## config.mk

```make
export PLATFORM = sky130hd
export DESIGN_NAME = enc_16_4_arbiter
export DESIGN_NICKNAME = d
export VERILOG_FILES = /design/src/rtl/enc_16_4_arbiter.sv
export SDC_FILE = /design/constraint.sdc
export NUM_CORES = 1
export LEC_CHECK = 0
export CAP_MARGIN = 20
export CORE_MARGIN = 4
export CORE_UTILIZATION = 50
export DETAILED_ROUTE_END_ITERATION = 10
export GPL_ROUTABILITY_DRIVEN = 0
export PLACE_DENSITY_LB_ADDON = 0.3
export SETUP_SLACK_MARGIN = 0.4
export SLEW_MARGIN = 20
export SYNTH_ARGS = -nofsm -noshare
export SYNTH_HDL_FRONTEND = slang
export SYNTH_SLANG_ARGS = --single-unit
```

## constraint.sdc

```tcl
create_clock -name clock -period 4.19 [get_ports clock]
set_clock_uncertainty 0.15 [all_clocks]
set_input_delay 0.6285 -clock clock [delete_from_list [all_inputs] [get_ports clock]]
set_output_delay 0.6285 -clock clock [all_outputs]
set_load 0.01 [all_outputs]
```

## src/rtl/enc_16_4_arbiter.sv

```systemverilog
// Sequential 16-to-4 request encoder with valid/ack handshake and merge counter.
// Define ROUND_ROBIN_EN for round-robin selection; the default build is fixed lowest-index priority.
module enc_16_4_arbiter (
    input  logic        clock,
    input  logic        reset,
    input  logic [15:0] req,
    input  logic        ack,
    output logic [3:0]  code,
    output logic        valid,
    output logic [15:0] pending,
    output logic [7:0]  merge_count
);

    typedef enum logic [0:0] {StIdle, StGrant} state_e;

    state_e      state_q, state_d;
    logic [15:0] pending_q, pending_d;
    logic [3:0]  code_q, code_d;
    logic        valid_q, valid_d;
    logic [7:0]  merge_q, merge_d;
    logic [15:0] clr, rem;
    logic [3:0]  sel_idx;

    assign clr       = (valid_q && ack) ? (16'h0001 << code_q) : 16'h0000;
    assign rem       = pending_q & ~clr;
    assign pending_d = rem | req;

    always_comb begin
        merge_d = merge_q;
        if (((req & rem) != 16'h0000) && (merge_q != 8'hFF)) begin
            merge_d = merge_q + 8'd1;
        end
    end

    // In IDLE nothing is presented, so clr is zero and rem equals pending_q.
`ifdef ROUND_ROBIN_EN
    logic [3:0] last_q, last_d;
    logic [3:0] rr_idx;
    logic       sel_hit;

    always_comb begin
        sel_idx = 4'd0;
        sel_hit = 1'b0;
        rr_idx  = 4'd0;
        for (int i = 0; i < 16; i++) begin
            rr_idx = last_q + 4'd1 + 4'(i);
            if (!sel_hit && rem[rr_idx]) begin
                sel_idx = rr_idx;
                sel_hit = 1'b1;
            end
        end
    end
`else
    always_comb begin
        sel_idx = 4'd0;
        for (int i = 15; i >= 0; i--) begin
            if (rem[i]) begin
                sel_idx = 4'(i);
            end
        end
    end
`endif

    always_comb begin
        state_d = state_q;
        code_d  = code_q;
        valid_d = valid_q;
`ifdef ROUND_ROBIN_EN
        last_d  = last_q;
`endif
        case (state_q)
            StIdle: begin
                if (pending_q != 16'h0000) begin
                    code_d  = sel_idx;
                    valid_d = 1'b1;
                    state_d = StGrant;
                end
            end
            StGrant: begin
                if (ack) begin
`ifdef ROUND_ROBIN_EN
                    last_d = code_q;
`endif
                    if (rem != 16'h0000) begin
                        code_d = sel_idx;
                    end else begin
                        valid_d = 1'b0;
                        state_d = StIdle;
                    end
                end
            end
            default: begin
                valid_d = 1'b0;
                state_d = StIdle;
            end
        endcase
    end

    always_ff @(posedge clock or negedge reset) begin
        if (!reset) begin
            state_q   <= StIdle;
            pending_q <= 16'h0000;
            code_q    <= 4'd0;
            valid_q   <= 1'b0;
            merge_q   <= 8'd0;
        end else begin
            state_q   <= state_d;
            pending_q <= pending_d;
            code_q    <= code_d;
            valid_q   <= valid_d;
            merge_q   <= merge_d;
        end
    end

`ifdef ROUND_ROBIN_EN
    always_ff @(posedge clock or negedge reset) begin
        if (!reset) begin
            last_q <= 4'hF;
        end else begin
            last_q <= last_d;
        end
    end
`endif

    assign code        = code_q;
    assign valid       = valid_q;
    assign pending     = pending_q;
    assign merge_count = merge_q;

endmodule

```

==> impl_metrics.py <==
metrics = {
    "outcome": {
        "run_status": "completed",
    },
    "pwr": {
        "combPwrFrac_pct": 34.0,
        "internal_power_uw": 574,
        "power.leakage_nw": 0.848,
        "share_seq_of_total_power_pct": 45.2,
        "power.share.clock_pct": 20.8,
        "power_uw": 860,
        "p_per_area_nw_per_um2": 392,
        "total_switching_power_uw": 285,
        "ir_drop_mv": 0.253,
        "switching_share_pct": 33.2,
    },
    "worst_setup_path": {
        "timing.critical_path.from_type": "input port",
        "end_kind": "flop",
        "critical_path.max_stage_delay_ns": 0.64,
        "critPathMaxFanout": 6,
        "critPathRequiredTime_ns": 4.28,
        "critPathSlowestCell": "clkdlybuf4s50_1",
        "timing.critical_path.cells": "clkdlybuf4s50_1 -> nand4bb_2 -> o21ai_1 -> nand4_1 -> nor4_4 -> o21ai_2 -> mux2i_1 -> a31oi_1",
        "path_class": "in2reg",
        "worstPathArrival_ns": 3.11,
    },
    "sta": {
        "achievable-frequency_ghz": 0.332,
        "timing_max_transition_violations_final": 0,
        "tightest_slew_ns": 0.454,
        "period_needed_ns": 3.02,
        "slew-limit-headroom_pct": 69.5,
        "final_hold_slack_ns": 0.353,
        "grt_setup_unrepaired": "no",
        "worst_path_setup_slack_after_routing_ns": 1.17,
        "setup-tns-final_ns": 0,
        "finalSetupViolations": 0,
        "timing.final.hold_violations": 0,
        "layout_worst_path_cycle_share_pct": 72.0,
    },
    "synth": {
        "post_synth_main_area_contributors": "dfrtp_1 47%, nand2_1 5.2%, o21ai_1 3.8%",
        "synthesis.instances": 162,
        "synth_top_cell_area_share_pct": 47.0,
        "synthMostInstantiatedCell": "dfrtp_1",
        "mapped_nets": 182,
        "synth.cell_area_sq_um": 1600,
        "synth.largest_area_cell": "dfrtp_1",
        "ys_ff_latch": 30,
        "post_synth.cell_area_avg_sq_um": 9.86,
        "synth.distinct_cells": 37,
        "ys_dominant_reg_cell": "dfrtp_1",
        "yosys_warnings": 0,
        "synth_commonest_cells": "30 x dfrtp_1, 22 x nand2_1, 13 x inv_1",
        "ys_async_sr_fraction_pct": 100,
        "number_of_flops_mapped_to_enable_cells_by_yosys": 0,
        "synth-seq-area-share_pct": 47.0,
    },
    "grt": {
        "globalRouteMet3Util_pct": 7.80,
        "antenna_found_initial": 0,
        "grt.overflow.total": 0,
        "gr-usage-all-layers_pct": 22.4,
        "grt_pass1_wl_mm": 7.11,
        "global_route.usage.met1_pct": 28.3,
        "first_global_vias": 1505,
        "grt_most_used_layer": "met2",
        "gr-usage-met2_pct": 33.8,
        "pin_count_of_the_biggest_net_entering_global_routing": 31,
    },
    "clock_network": {
        "cts.hold.buffers_added": 0,
        "clock_tree_from_tritoncts": "yes",
        "tritoncts.num_buffers": 5,
        "clkTransAtPathRegs_ns": 0.09,
        "root_buffer": "clkbuf_4",
        "clkSinkCount": 30,
        "postCtsSetupBuffers": 0,
        "clock_tree.htree_level_count": 2,
        "worst_skew_pair.late_latency_ns": 0.33,
        "ctsLongestPathBuffers": 2,
        "ctsResizeCount": 0,
    },
    "die": {
        "num_rows": 20,
        "core_region_area_sq_um": 3050,
        "die_y_um": 64.5,
        "die_area_sq_um": 4160,
        "initial_utilization_pct": 52.3,
        "die_width_um": 64.5,
        "ioPinCount": 48,
    },
    "route": {
        "routed_wl_mm": 4.31,
        "initialDrtViolationCount": 105,
        "route.vias.total": 1515,
        "postRouteAntennaNets": 0,
        "wl_per_cell_um": 16.4,
        "drt_pass_1_iters": 4,
        "viasPerCell": 5.78,
        "drc": 0,
    },
    "final_layout": {
        "final_util_pct": 71.8,
        "final_cell_count_no_fill": 262,
        "syn2layout_area_growth_pct": 37.1,
        "fillerInstances": 236,
        "antenna-diode-count": 0,
        "final_layout_size_suffix_gt1_share_pct": 9.17,
        "layout.nets": 237,
        "fin_area_sq_um": 2190,
    },
    "placement": {
        "dp_slack_ns": 0.950,
        "dpl_cell_area_sq_um": 2130,
        "place_hpwl_mm": 3.38,
        "placement.io_buffers": 47,
        "place_inst": 254,
    },
    "worst_hold_path": {
        "timing.hold.worst.class": "reg2reg",
    },
    "run": {
        "timing.max_cap.violations": 0,
    },
}
-- flip-flops by register name, indices dropped and copies added, names as in the netlist --
| signal | count |
|---|---|
| state_q | 1 |
| valid | 1 |
| pending | 16 |
| merge_count | 8 |
| code | 4 |
-- layout by cell type (no fill, tap or decap), drive strengths merged, types with 2 or more instances in the layout --
| cell | instances |
|---|---|
| nor4 | 6 |
| clkdlybuf4s50 | 47 |
| mux2 | 3 |
| nand4 | 8 |
| and3 | 2 |
| nand3 | 4 |
| xnor2 | 6 |
| o21ai | 18 |
| nand2 | 22 |
| inv | 13 |
| or2b | 3 |
| nor2 | 4 |
| nor3 | 2 |
| o21a | 4 |
| a31oi | 3 |
| nand4b | 2 |
| a21oi | 2 |
| nand2b | 8 |
| o22ai | 5 |
| o211ai | 6 |
| dfrtp | 30 |
| clkbuf | 7 |
-- layout make-up --
class / count / area [sq um] / area share, %
Multi-Input combinational cell: 119 / 798 / 36.4
Sequential cell: 30 / 751 / 34.3
Tap cell: 44 / 55.1 / 2.51
Clock buffer: 7 / 55.1 / 2.51
Timing Repair Buffer: 48 / 478 / 21.8
Inverter: 13 / 48.8 / 2.23
Clock inverter: 1 / 5.00 / 0.228
-- routing by layer --
| layer | share of wire (%) | vias up |
|---|---|---|
| met1 | 42 | 717 |
| li1 | - | 702 |
| met2 | 45 | 83 |
| met5 | 0 | - |
| met4 | 2.7 | 0 |
| met3 | 9.7 | 13 |
-- final timing paths --
path	startpoint	end	depth (start not counted)	slack, ns
min reg2reg	merge_count[6]	merge_count[6]	1	0.35
min	merge_count[6]	merge_count[6]	1	0.35
max	ack	code[0]	8	1.17
min in group asynchronous	reset	state_q	2	0.52
max reg2reg	code[3]	code[0]	7	1.53
max in group asynchronous	reset	pending[8]	2	3.09
-- cell families (layout without fill, tap and decap cells) --
logic type	after synthesis	in the layout	synth area share (%)
simple gates	64	64	25.0
compound gates	43	43	17.6
flops	30	30	47.0
buf+inv	13	69	3.05
xor+xnor	7	7	3.84
mux	4	4	2.74
fa+ha+maj	1	1	0.783
-- worst max-delay path, delay by kind of cell --
| kind | cells | cell delay [ns] |
|---|---|---|
| and+or+nand+nor | 3 | 0.88 |
| AOI/OAI and AO/OA | 3 | 0.78 |
| buffers and inverters | 1 | 0.64 |
| muxes | 1 | 0.17 |
-- power groups by stage --
stage	logic [mW]	clock network (mW)	registers, mW
after floorplan	0.125	0	0.408
after global placement	0.281	0	0.391
after detailed placement	0.292	0	0.395
after CTS	0.293	0.188	0.389
after global routing	0.315	0.202	0.398
final	0.292	0.179	0.389
(Power assumes the default switching activity.)
